### src/rtl/out_port_listener.sv
// Receiving end of the processor output port: buffers each outSignalEn word in a
// small first-word-fall-through FIFO and drains it over valid/ready, counting drops.
module out_port_listener #(
    parameter int DATA_WIDTH = 16,
    parameter int DEPTH      = 8,
    parameter int ADDR_W     = 3
) (
    input  logic                  clk,
    input  logic                  reset,
    input  logic                  out_en,
    input  logic [DATA_WIDTH-1:0] out_data,
    output logic                  m_valid,
    output logic [DATA_WIDTH-1:0] m_data,
    input  logic                  m_ready,
    output logic [ADDR_W:0]       count,
    output logic                  full,
    output logic                  empty,
    output logic                  overflow,
    output logic [7:0]            drop_cnt,
    input  logic                  clr_overflow
);

    localparam logic [ADDR_W:0] FullCount = (ADDR_W + 1)'(DEPTH);

    logic [DATA_WIDTH-1:0] mem [DEPTH];
    logic [ADDR_W-1:0]     wrPtr;
    logic [ADDR_W-1:0]     rdPtr;
    logic                  push;
    logic                  pop;
    logic                  accept;
    logic                  drop;

    assign full    = (count == FullCount);
    assign empty   = (count == '0);
    assign m_valid = ~empty;
    assign m_data  = m_valid ? mem[rdPtr] : '0;

    assign push   = out_en;
    assign pop    = m_valid & m_ready;
    // A pop in the same cycle frees the slot the incoming word lands in.
    assign accept = push & (~full | pop);
    assign drop   = push & full & ~pop;

    // Storage has no reset, but a word offered during reset must not land.
    always_ff @(posedge clk) begin
        if (reset && accept) begin
            mem[wrPtr] <= out_data;
        end
    end

    always_ff @(posedge clk) begin
        if (!reset) begin
            wrPtr    <= '0;
            rdPtr    <= '0;
            count    <= '0;
            overflow <= 1'b0;
            drop_cnt <= '0;
        end else begin
            if (accept) wrPtr <= wrPtr + ADDR_W'(1);
            if (pop)    rdPtr <= rdPtr + ADDR_W'(1);

            case ({accept, pop})
                2'b10:   count <= count + (ADDR_W + 1)'(1);
                2'b01:   count <= count - (ADDR_W + 1)'(1);
                default: count <= count;
            endcase

            // A drop in the clearing cycle still has to be reported.
            if (drop) begin
                overflow <= 1'b1;
                if (clr_overflow)            drop_cnt <= 8'd1;
                else if (drop_cnt != 8'hFF)  drop_cnt <= drop_cnt + 8'd1;
            end else if (clr_overflow) begin
                overflow <= 1'b0;
                drop_cnt <= '0;
            end
        end
    end

endmodule

### config.mk
export PLATFORM = sky130hd
export DESIGN_NAME = out_port_listener
export DESIGN_NICKNAME = d
export VERILOG_FILES = /design/src/rtl/out_port_listener.sv
export SDC_FILE = /design/constraint.sdc
export NUM_CORES = 1
export LEC_CHECK = 0
export BUFFER_PORTS_ARGS = -buffer_cell sky130_fd_sc_hd__buf_2
export CORE_UTILIZATION = 40
export DETAILED_ROUTE_END_ITERATION = 8
export GPL_ROUTABILITY_DRIVEN = 0
export GPL_TIMING_DRIVEN = 0
export SKIP_LAST_GASP = 1
export SYNTH_ARGS = -nofsm -noshare
export SYNTH_HDL_FRONTEND = slang
export SYNTH_SLANG_ARGS = --single-unit
### constraint.sdc
create_clock -name clk -period 4.9 [get_ports clk]
set_clock_uncertainty 0.1 [all_clocks]
set_input_delay 0 -clock clk [delete_from_list [all_inputs] [get_ports clk]]
set_output_delay 0 -clock clk [all_outputs]
set_load 0.03 [all_outputs]
==> run metrics <==
critical path's slowest cell=nor4_2; actual slew at the worst max-slew pin=1.02 ns; TritonCTS Sinks=150; Synth warnings=0; Setup Viol. Count Final=0; Final nets=466; Final period util=between 50% and 60%; status=finished clean; post-route minimum period=around 2.8 ns; vias in the first global route=~3300; Pleak=2.50 nW; first-pass GRT wire length=~18000 µm; Arrival @ worst endpoint=2.78 ns; RSZ-0062 raised after global routing=no; Post-Layout Cell Count=637; area of the core=about 15000 µm²; Initial Util=41.1%; Worst slew margin=31.2%; Slew Limit Fails=0; mapped cell area=5970 µm²; Netlist cell types=40; initial drt markers=312; Syn Nets=363; Die ar.=15400 µm²; clock buffer depth=2; largest net degree at the start of global routing=17; MaxCap Viol Count=0; layout cells sized above 1=just over 30%; drt drc=0; flops & latches, synth=150; routed vias=3407; # IOs=53; DR vias/cell=5.35; critical path peak fanout=11; Hold EP=mem[5][13]$_DFFE_PP_; R2R Path End=mem[0][7]$_DFFE_PP_; CP max stage delay=0.93 ns; H-tree levels=4; CTS clk-pin slew, worst paths=about 0.060 ns; hold path cells=2; Clk Latency, worst-skew pair=0.42 ns; first drt pass iteration count=4; R2R depth=5; Clock Tree Root=clkbuf_16; maximum VDD drop=286 µV; CTS tree=done; IO buf count=about 50; n_diodes=0; average instance area after synthesis=17.7 µm²; drt total wl=11900 µm; CP startpoint kind=flip-flop; Seq/Total Area, Yosys=71.7%; Die Wd=124 µm; final antenna-violating net count=0; Mapped Cells=338; reg2reg start=count[0]$_SDFFE_PN0P_; Min-Delay Path Class=input port to flip-flop; critical path endpoint category=flip-flop; PD cells=440 nW/µm²; Hold Crit Start=out_data[13]; Placed Cells incl. Taps=585; average wire per standard cell=18.6 µm; flop2flop setup slack=between 2 and 2.5 ns; initial antenna violation count=0; Crit Path Class=flip-flop to flip-flop; # resized after CTS=0; Final Hold Fails=0; commonest non-fill, non-tap cell in the layout=edfxtp_1; Setup Buffers After CTS=0; CP Cell Sequence=or4b_1, buf_6, o21ai_0, nor4_2, buf_4; GRT overflow=0; Post-CTS Hold Fix Bufs=21; Die Y=~120 µm; CP Data Required Time=4.93 ns; Synth-to-Final Area Change=23.7%; Tot GR Track Use=16.9%; CTS buffer count=17; Post-DP HPWL=7830 µm; Row Count=44; FMAX=363 MHz; final setup TNS=0 ns; most frequent cells in the layout=edfxtp_1 (128), buf_2 (56), mux4_2 (32)
[flip-flops by register name, summed over array words and instances (netlist names), named ones only]
register	flops
rdPtr	3
overflow	1
wrPtr	3
count	4
drop_cnt	8
mem	128
[cells by family (layout without fill, tap and decap cells)]
kind of cell | count (synthesis) | count (layout) | synth area share, %
simple gates | 83 | 83 | 6.94
compound gates | 22 | 22 | 2.68
flops | 150 | 150 | 71.7
xor+xnor | 7 | 7 | 1.03
fa+ha+maj | 4 | 4 | 0.838
mux | 50 | 50 | 15.1
buf+inv | 22 | 137 | 1.70
[layout make-up]
| type | count | area [µm²] |
|---|---|---|
| multi-input cells | 166 | 1630 |
| fillers | 1238 | 7150 |
| inverters | 5 | 23.8 |
| well taps | 184 | 230 |
| clock buffers | 20 | 437 |
| flip-flops and latches | 150 | 4280 |
| clock inverters | 11 | 126 |
| repair buffers | 84 | 578 |
| plain buffers | 17 | 77.6 |
[how the worst max path moves through the flow]
stage / cells past startpoint / to / from
after floorplan: 4 / mem[1][0]$_DFFE_PP_ / count[0]$_SDFFE_PN0P_
after global placement: 4 / mem[1][13]$_DFFE_PP_ / count[0]$_SDFFE_PN0P_
after detailed placement: 5 / mem[0][13]$_DFFE_PP_ / count[0]$_SDFFE_PN0P_
after CTS: 5 / mem[0][7]$_DFFE_PP_ / count[0]$_SDFFE_PN0P_
after global routing: 5 / mem[0][7]$_DFFE_PP_ / count[0]$_SDFFE_PN0P_
final: 5 / mem[0][7]$_DFFE_PP_ / count[0]$_SDFFE_PN0P_
[worst max-delay path, delay by kind of cell, from the launching register on]
| family | cells | cell delay (ns) |
|---|---|---|
| compound gates | 1 | 0.26 |
| simple gates | 2 | 1.13 |
| buf+inv | 2 | 0.45 |
| flops | 1 | 0.51 |
[synthesized netlist by cell type, drive strengths merged]
cell type | count | share of area, %
edfxtp | 128 | 64
mux4 | 32 | 12
nor2 | 28 | 1.8
dfxtp | 22 | 7.4
mux2i | 18 | 3.0
clkbuf | 11 | 0.69
nand2 | 11 | 0.69
nand3 | 9 | 0.75
nor3 | 8 | 0.67
a21oi | 7 | 0.59
buf | 6 | 0.61
nand4 | 6 | 0.63
nand2b | 5 | 0.52
ha | 4 | 0.84
nor4 | 4 | 0.42
xnor2 | 4 | 0.59
a211oi | 3 | 0.38
inv | 3 | 0.19
o21ai | 3 | 0.25
or3 | 3 | 0.31
xor2 | 3 | 0.44
clkinv | 2 | 0.21
o21a | 2 | 0.25
or4 | 2 | 0.25
a31o | 1 | 0.15
a31oi | 1 | 0.10
a41oi | 1 | 0.15
and2b | 1 | 0.15
and3 | 1 | 0.10
nand4b | 1 | 0.15
nor2b | 1 | 0.10
nor4b | 1 | 0.15
o2111ai | 1 | 0.15
o211a | 1 | 0.17
o211ai | 1 | 0.36
o41ai | 1 | 0.15
or2 | 1 | 0.10
or4b | 1 | 0.17
[report_power, final]
part	internal (mW)	switching (mW)
clock network	0.748	0.492
registers	1.41	0.0218
logic	0.221	0.348
total	2.38	0.862
[through the flow]
step | cell area [µm²] | util [%] | hold WS [ns] | power, mW | setup WS [ns]
after detailed placement | 6610 | 45.5 | 0.174 | 2.03 | 2.10
after floorplan | 5970 | - | -0.00113 | 1.86 | 1.61
final | 7380 | 50.8 | 0.281 | 3.25 | 2.15
after CTS | 7380 | 50.8 | 0.268 | 3.28 | 2.09
after global routing | 7380 | 50.8 | 0.286 | 3.38 | 1.95
after global placement | 6460 | 44.4 | 0.166 | 2.01 | 0.162
[routing by layer]
metal  global-route usage, %  vias up  wire length, µm
met5                       0        -                0
met1                    22.7     1740             5410
li1                        -     1562                -
met2                    26.1       84             5690
met3                    3.94       21              513
met4                    7.51        0              238
Note: power is estimated with default switching activity, not from simulation.
